### src/rtl/imem_uart_loader.sv
// UART (8N1) program loader: assembles little-endian words and writes them to instruction memory,
// holding the core in reset during a load. Define LOADER_CHECKSUM_EN to require a trailing XOR byte.
module imem_uart_loader #(
   parameter int         CLKS_PER_BIT = 434,
   parameter int         MEM_WORDS    = 256,
   parameter logic [7:0] SYNC_BYTE    = 8'hA5
) (
   input  logic        clk,
   input  logic        rstn,
   input  logic        uart_rx,
   output logic        imem_we,
   output logic [31:0] imem_addr,
   output logic [31:0] imem_wdata,
   output logic        core_rstn,
   output logic        load_busy,
   output logic        load_done,
   output logic        load_err
);
   localparam int            CW        = $clog2(CLKS_PER_BIT);
   localparam logic [CW-1:0] BIT_LAST  = CW'(CLKS_PER_BIT - 1);
   localparam logic [CW-1:0] HALF_LAST = CW'(CLKS_PER_BIT / 2 - 1);
   localparam logic [16:0]   MAX_WORDS = 17'(MEM_WORDS);

   typedef enum logic [1:0] {RX_IDLE, RX_START, RX_DATA, RX_STOP} rxState_t;

`ifdef LOADER_CHECKSUM_EN
   typedef enum logic [2:0] {L_IDLE, L_LEN0, L_LEN1, L_DATA, L_CHK, L_DONE, L_ERR} ldState_t;
   localparam ldState_t L_TAIL = L_CHK;
`else
   typedef enum logic [2:0] {L_IDLE, L_LEN0, L_LEN1, L_DATA, L_DONE, L_ERR} ldState_t;
   localparam ldState_t L_TAIL = L_DONE;
`endif

   logic [1:0]    r_rxSync;
   logic          r_rxPrev;
   rxState_t      r_rxState, w_rxStateNext;
   logic [CW-1:0] r_rxCnt;
   logic [2:0]    r_rxBit;
   logic [7:0]    r_rxShift;
   logic          w_rxIn;
   logic          w_rxValid;
   logic          w_rxFerr;
   logic [7:0]    w_rxByte;

   ldState_t      r_state, w_stateNext;
   logic [7:0]    r_lenLo;
   logic [15:0]   r_len;
   logic [15:0]   r_wordIdx;
   logic [15:0]   w_lenFull;
   logic [1:0]    r_byteIdx;
   logic [23:0]   r_wordBuf;
   logic          w_syncAccept;
   logic          w_wordWrite;
`ifdef LOADER_CHECKSUM_EN
   logic [7:0]    r_xor;
`endif

   logic          r_imemWe;
   logic [31:0]   r_imemAddr;
   logic [31:0]   r_imemWdata;
   logic          r_coreRstn;
   logic          r_loadBusy;
   logic          r_loadDone;
   logic          r_loadErr;

   assign w_rxIn     = r_rxSync[1];
   assign w_rxByte   = r_rxShift;
   assign w_lenFull  = {w_rxByte, r_lenLo};

   assign imem_we    = r_imemWe;
   assign imem_addr  = r_imemAddr;
   assign imem_wdata = r_imemWdata;
   assign core_rstn  = r_coreRstn;
   assign load_busy  = r_loadBusy;
   assign load_done  = r_loadDone;
   assign load_err   = r_loadErr;

   // Synchronizer flops reset to the idle-high line level so reset release is not seen as a start edge.
   always_ff @(posedge clk or negedge rstn) begin
      if (!rstn) begin
         r_rxSync <= 2'b11;
         r_rxPrev <= 1'b1;
      end else begin
         r_rxSync <= {r_rxSync[0], uart_rx};
         r_rxPrev <= w_rxIn;
      end
   end

   always_comb begin
      w_rxStateNext = r_rxState;
      w_rxValid     = 1'b0;
      w_rxFerr      = 1'b0;
      case (r_rxState)
         RX_IDLE:  if (r_rxPrev && !w_rxIn) w_rxStateNext = RX_START;
         RX_START: if (r_rxCnt == HALF_LAST) w_rxStateNext = w_rxIn ? RX_IDLE : RX_DATA;
         RX_DATA:  if (r_rxCnt == BIT_LAST && r_rxBit == 3'd7) w_rxStateNext = RX_STOP;
         RX_STOP: begin
            if (r_rxCnt == BIT_LAST) begin
               w_rxStateNext = RX_IDLE;
               w_rxValid     = w_rxIn;
               w_rxFerr      = !w_rxIn;
            end
         end
         default:  w_rxStateNext = RX_IDLE;
      endcase
   end

   // The bit timer restarts on every state change, so after the half-bit start check it lands on bit centres.
   always_ff @(posedge clk or negedge rstn) begin
      if (!rstn) begin
         r_rxState <= RX_IDLE;
         r_rxCnt   <= '0;
         r_rxBit   <= '0;
         r_rxShift <= '0;
      end else begin
         r_rxState <= w_rxStateNext;
         if (r_rxState == RX_IDLE || w_rxStateNext != r_rxState || r_rxCnt == BIT_LAST)
            r_rxCnt <= '0;
         else
            r_rxCnt <= r_rxCnt + 1'b1;
         if (r_rxState == RX_DATA && r_rxCnt == BIT_LAST) begin
            r_rxShift <= {w_rxIn, r_rxShift[7:1]};
            r_rxBit   <= r_rxBit + 1'b1;
         end
      end
   end

   always_comb begin
      w_stateNext  = r_state;
      w_syncAccept = 1'b0;
      w_wordWrite  = 1'b0;
      case (r_state)
         L_IDLE: begin
            if (w_rxValid && w_rxByte == SYNC_BYTE) begin
               w_stateNext  = L_LEN0;
               w_syncAccept = 1'b1;
            end
         end
         L_LEN0: begin
            if (w_rxFerr)       w_stateNext = L_ERR;
            else if (w_rxValid) w_stateNext = L_LEN1;
         end
         L_LEN1: begin
            if (w_rxFerr) w_stateNext = L_ERR;
            else if (w_rxValid) begin
               if ({1'b0, w_lenFull} > MAX_WORDS) w_stateNext = L_ERR;
               else if (w_lenFull == 16'd0)       w_stateNext = L_TAIL;
               else                               w_stateNext = L_DATA;
            end
         end
         L_DATA: begin
            if (w_rxFerr) w_stateNext = L_ERR;
            else if (w_rxValid && r_byteIdx == 2'd3) begin
               w_wordWrite = 1'b1;
               if (r_wordIdx == r_len - 16'd1) w_stateNext = L_TAIL;
            end
         end
`ifdef LOADER_CHECKSUM_EN
         L_CHK: begin
            if (w_rxFerr)       w_stateNext = L_ERR;
            else if (w_rxValid) w_stateNext = (w_rxByte == r_xor) ? L_DONE : L_ERR;
         end
`endif
         L_DONE:  w_stateNext = L_IDLE;
         L_ERR:   w_stateNext = L_IDLE;
         default: w_stateNext = L_IDLE;
      endcase
   end

   // core_rstn is released whenever the loader is idle without a pending error, including right after reset.
   always_ff @(posedge clk or negedge rstn) begin
      if (!rstn) begin
         r_state     <= L_IDLE;
         r_lenLo     <= '0;
         r_len       <= '0;
         r_wordIdx   <= '0;
         r_byteIdx   <= '0;
         r_wordBuf   <= '0;
`ifdef LOADER_CHECKSUM_EN
         r_xor       <= '0;
`endif
         r_imemWe    <= 1'b0;
         r_imemAddr  <= '0;
         r_imemWdata <= '0;
         r_coreRstn  <= 1'b0;
         r_loadBusy  <= 1'b0;
         r_loadDone  <= 1'b0;
         r_loadErr   <= 1'b0;
      end else begin
         r_state  <= w_stateNext;
         r_imemWe <= w_wordWrite;
         if (w_syncAccept) begin
            r_byteIdx  <= '0;
            r_wordIdx  <= '0;
`ifdef LOADER_CHECKSUM_EN
            r_xor      <= '0;
`endif
            r_loadBusy <= 1'b1;
            r_loadDone <= 1'b0;
            r_loadErr  <= 1'b0;
            r_coreRstn <= 1'b0;
         end
         if (r_state == L_LEN0 && w_rxValid) r_lenLo <= w_rxByte;
         if (r_state == L_LEN1 && w_rxValid) r_len   <= w_lenFull;
         if (r_state == L_DATA && w_rxValid) begin
`ifdef LOADER_CHECKSUM_EN
            r_xor     <= r_xor ^ w_rxByte;
`endif
            r_byteIdx <= r_byteIdx + 1'b1;
            r_wordBuf <= {w_rxByte, r_wordBuf[23:8]};
         end
         if (w_wordWrite) begin
            r_imemAddr  <= {14'd0, r_wordIdx, 2'b00};
            r_imemWdata <= {w_rxByte, r_wordBuf};
            r_wordIdx   <= r_wordIdx + 16'd1;
         end
         if (r_state == L_DONE) begin
            r_loadDone <= 1'b1;
            r_loadBusy <= 1'b0;
            r_coreRstn <= 1'b1;
         end
         if (r_state == L_ERR) begin
            r_loadErr  <= 1'b1;
            r_loadBusy <= 1'b0;
         end
         if (r_state == L_IDLE && !r_loadErr && !w_syncAccept) r_coreRstn <= 1'b1;
      end
   end
endmodule
### config.mk
export PLATFORM = sky130hd
export DESIGN_NAME = imem_uart_loader
export DESIGN_NICKNAME = d
export VERILOG_FILES = /design/src/rtl/imem_uart_loader.sv
export SDC_FILE = /design/constraint.sdc
export NUM_CORES = 1
export LEC_CHECK = 0
export CAP_MARGIN = 25
export CORE_MARGIN = 2
export CORE_UTILIZATION = 50
export CTS_CLUSTER_DIAMETER = 200
export CTS_CLUSTER_SIZE = 30
export DETAILED_ROUTE_END_ITERATION = 8
export GPL_TIMING_DRIVEN = 0
export MAX_ROUTING_LAYER = met4
export PLACE_DENSITY = 0.71
export SYNTH_ARGS = -nofsm -noshare
export SYNTH_HDL_FRONTEND = slang
export SYNTH_SLANG_ARGS = --single-unit
### constraint.sdc
create_clock -name clk -period 3.1 [get_ports clk]
set_input_delay 0.62 -clock clk [delete_from_list [all_inputs] [get_ports clk]]
set_output_delay 0.62 -clock clk [all_outputs]
set_load 0.01 [all_outputs]
==> PnR_summary.wiki <==
{| class="wikitable"
! Metric !! Value
|-
| Number of endpoints with negative hold slack in the final report || 0
|-
| Worst flop-to-flop path startpoint || r_rxCnt[2]
|-
| Row count || 43
|-
| First element of the critical path || r_rxCnt[2]
|-
| Normalized max-slew margin || 0.551
|-
| First-pass GRT wire length || around 25000 µm
|-
| Height of the die || 123 µm
|-
| Logic gate share of total power || 0.051
|-
| Final setup viols || 0
|-
| Fraction of synthesized area in multiplexers || 0.0551
|-
| Cell area after synthesis || roughly 7000 µm²
|-
| Count of nets after finishing || ~850
|-
| Total Power || between 4 and 5 mW
|-
| Cts hold-fix bufs || 0
|-
| Power per unit of standard cell area || ~500 nW/µm²
|-
| Worst-path maximum fanout || 10
|-
| N_diodes || 0
|-
| TritonCTS clock tree || yes
|-
| Post-synthesis instance total || 751
|-
| Clk sinks || 147
|-
| Count of fill cells added during filler insertion || between 1000 and 1500
|-
| Average routed wire per standard cell || 15.0 µm
|-
| Number of global-route vias before repair || about 5200
|-
| Pin count of the biggest net entering global routing || 83
|-
| Area added between synthesis and finish || 20.2%
|-
| Insertion delay to the later sink of the worst-skew pair || approximately 0.43 ns
|-
| Initial detailed-routing violation count || 407
|-
| Achievable frequency || 0.357 GHz
|-
| PostCTS Resize Cnt || 0
|-
| Initial core utilization || 0.512
|-
| Die footprint || approximately 15000 µm²
|-
| Post-synthesis share of cell area spent on xor and xnor gates || 0.0307
|-
| # H-tree levels || 4
|-
| Fin Setup TNS || 0 ns
|-
| Number of max-cap violations || 0
|-
| Worst hold-check path type || input port to asynchronous set/reset pin
|-
| Outcome || finished, final reports clean
|-
| Buffer levels on the longest clock path || 2
|-
| Total internal power || roughly 3.3 mW
|-
| Kind of start point of the critical path || register
|-
| Worst-case setup margin in the final layout || around 0.30 ns
|-
| Chip Width || 123 µm
|-
| Share of layout cells above drive strength 1 || 0.150
|-
| Minimum clock period || approximately 2.8 ns
|-
| Top-area cell type share of the netlist area || 0.505
|-
| Count of unique library cells instantiated by Yosys || 72
|-
| Share of async-settable or async-resettable flops after synthesis || 1.00
|-
| Residual overflow from global routing || 0
|-
| Depth of the worst register-to-register path || 10
|-
| Average vias per placed instance || between 5 and 6
|-
| Clk network pwr share || 0.475
|-
| Cells taking the most area after synthesis || sky130_fd_sc_hd__dfrtp_1 (50%), sky130_fd_sc_hd__nand2_1 (13%), sky130_fd_sc_hd__mux2_2 (5.2%)
|-
| Post-Layout Inst Area || roughly 8600 µm²
|-
| Type of the worst setup path || register to register
|-
| Post-detailed-route count of antenna-violating nets || 0
|-
| Reg2reg end || r_wordIdx[8]
|-
| Worst-case vdd ir drop || about 0.37 mV
|-
| Most used standard cell by instance count after synthesis || sky130_fd_sc_hd__nand2_1
|-
| Total GRT Usage || 0.225
|-
| Net switching power || slightly below 1 mW
|-
| Clock input transition at the sequential cells of the worst setup and hold paths || approximately 0.060 ns
|-
| Instance area at placement || between 7000 and 8000 µm²
|-
| Dominant combinational cell family by area after synthesis || simple AND/OR/NAND/NOR gates
|-
| Portion of the post-synthesis area used by sequential elements || 0.516
|-
| Register-to-Register Setup Slack || ~0.3 ns
|-
| Number of enable flip-flop cells after synthesis || 0
|-
| Final weighted congestion in routability-driven placement || approximately 0.94
|-
| Switching share of power || 0.231
|-
| Total of flip-flops plus latches after synthesis || between 100 and 150
|-
| Worst setup slack before clock tree synthesis || around 0.21 ns
|-
| Buffers on Ports || 55
|-
| Total number of yosys warnings || 0
|-
| Required time worst endpoint || 3.41 ns
|-
| Post-detail-place hpwl || between 10000 and 15000 µm
|-
| Final clock period utilization by the worst path || 0.904
|-
| Compound-gate portion of the synthesized area || 0.0680
|-
| Routed via count || roughly 5500
|-
| Static power due to leakage || 4.32 nW
|-
| Most frequent cells after synthesis || sky130_fd_sc_hd__nand2_1 (253), sky130_fd_sc_hd__dfrtp_1 (144), sky130_fd_sc_hd__nor2_1 (46), sky130_fd_sc_hd__o21ai_0 (34), sky130_fd_sc_hd__mux2_2 (33)
|-
| Length of the first detailed-routing pass in iterations || 5
|-
| Least-Margin Pin Slew || 0.665 ns
|-
| Type of destination of the critical path || register
|-
| Arithmetic-cell share of the synthesized area counting full adders, half adders and majority gates || 0.0140
|-
| Cell taking the most area after synthesis || sky130_fd_sc_hd__dfrtp_1
|-
| Root buffer selected by CTS || sky130_fd_sc_hd__clkbuf_16
|-
| Number of remaining DRC errors || 0
|-
| Cts bufs inserted || 17
|-
| Main synth FF type || sky130_fd_sc_hd__dfrtp_1
|-
| Flop pwr share || 0.474
|-
| Antenna violations before repair || 0
|-
| Unrepaired setup endpoints after global routing || no
|-
| I/O pin count || 72
|-
| Synthesized area per cell || 9.50 µm²
|-
| Total setup buffers inserted after CTS || 0
|-
| Total wirelength of the detailed-routed design || 15500 µm
|-
| Clock Skews || just under 0.009 ns
|-
| Area fraction in and, or, nand and nor cells after synthesis || 0.261
|-
| Floorplan core area || around 14000 µm²
|-
| Data arrival time of the critical path || roughly 3.1 ns
|-
| Pins over their slew limit || 0
|}
==> state kept, by name, indices dropped and copies added, names as in the netlist, 2 cells and up <==
name and flops:
r_rxSync 2, r_len 16, r_lenLo 8, r_wordIdx 16
r_state 3, imem_addr 16, r_wordBuf 24, r_rxCnt 9
r_byteIdx 2, r_rxShift 8, r_rxState 2, r_rxBit 3
imem_wdata 32
==> placed cells by master, fill, tap and decap left out, types with 9 or more instances in the layout <==
master and count:
sky130_fd_sc_hd__nand2_1 253, sky130_fd_sc_hd__dfrtp_1 144, sky130_fd_sc_hd__clkdlybuf4s50_1 54, sky130_fd_sc_hd__nor2_1 46
sky130_fd_sc_hd__o21ai_0 34, sky130_fd_sc_hd__mux2_2 33, sky130_fd_sc_hd__buf_4 19, sky130_fd_sc_hd__clkbuf_1 17
sky130_fd_sc_hd__clkbuf_16 17, sky130_fd_sc_hd__conb_1 16, sky130_fd_sc_hd__inv_1 14, sky130_fd_sc_hd__nand3_1 13
sky130_fd_sc_hd__xor2_1 13, sky130_fd_sc_hd__xnor2_1 12, sky130_fd_sc_hd__nor3_1 11, sky130_fd_sc_hd__buf_2 9
sky130_fd_sc_hd__and3_1 9, sky130_fd_sc_hd__nand4_1 9
==> critical path: stages (launching register included) <==
cell,delay [ns]
sky130_fd_sc_hd__dfrtp_1,0.36
sky130_fd_sc_hd__buf_2,0.17
sky130_fd_sc_hd__nor4b_4,0.40
sky130_fd_sc_hd__nand4_2,0.29
sky130_fd_sc_hd__nor3_4,0.46
sky130_fd_sc_hd__and2_1,0.19
sky130_fd_sc_hd__buf_2,0.15
sky130_fd_sc_hd__nor2_1,0.13
sky130_fd_sc_hd__buf_2,0.21
sky130_fd_sc_hd__o21ai_0,0.20
sky130_fd_sc_hd__o21ai_0,0.11
==> cells by family (layout without fill, tap and decap cells) <==
kind of cell               count (synthesis)  count (layout)
adders and majority gates                  8               8
other                                      1              16
buffers and inverters                     65             152
muxes                                     35              35
DFF                                      147             147
and+or+nand+nor                          394             394
xor gates and xnor gates                  25              25
AOI/OAI and AO/OA                         76              76
==> metrics by stage <==
stage / instances / util / hold slack (ns)
4_1_cts: 1033 / 0.616 / 0.197
3_3_place_gp: 1001 / 0.572 / 0.351
6_report: 1033 / 0.616 / 0.185
2_1_floorplan: 766 / - / 0.324
5_1_grt: 1033 / 0.616 / 0.222
3_5_place_dp: 1002 / 0.574 / 0.347
==> area by class of cell <==
cell class / count / area, µm² / area share
Sequential cell: 147 / 3680 / 0.429
Timing Repair Buffer: 56 / 579 / 0.0675
Tap cell: 180 / 225 / 0.0263
Multi-Input combinational cell: 554 / 3120 / 0.364
Clock inverter: 11 / 125 / 0.0146
Inverter: 14 / 52.6 / 0.00613
Clock buffer: 20 / 457 / 0.0532
Buffer: 51 / 337 / 0.0392
==> routing by layer <==
| layer | global-route usage | routed length (µm) | share of wire |
|---|---|---|---|
| met1 | 0.299 | 7030 | 0.45 |
| met2 | 0.333 | 7410 | 0.48 |
| met3 | 0.0475 | 714 | 0.046 |
| met4 | 0.0987 | 364 | 0.023 |
| met5 | - | 0 | 0 |
==> power groups by stage <==
| stage | sequential, mW | combinational, mW | clock (mW) |
|---|---|---|---|
| 2_1_floorplan | 2.04 | 0.154 | 0 |
| 3_3_place_gp | 2.05 | 0.209 | 0 |
| 3_5_place_dp | 2.06 | 0.223 | 0 |
| 4_1_cts | 2.02 | 0.224 | 2.06 |
| 5_1_grt | 2.03 | 0.252 | 2.13 |
| 6_report | 2.02 | 0.218 | 2.03 |
==> how the worst max path moves through the flow <==
| stage | cells after the start | slack, ns | to |
|---|---|---|---|
| floorplan | 9 | 0.71 | r_state[1] |
| global placement | 1 | -4.21 | imem_addr[8] |
| finish | 10 | 0.30 | r_wordIdx[8] |
| global route | 10 | 0.03 | r_wordIdx[11] |
| detailed placement | 8 | 0.21 | r_wordIdx[0] |
| CTS | 8 | 0.23 | r_wordIdx[0] |
Note: power is estimated with default switching activity, not from simulation.
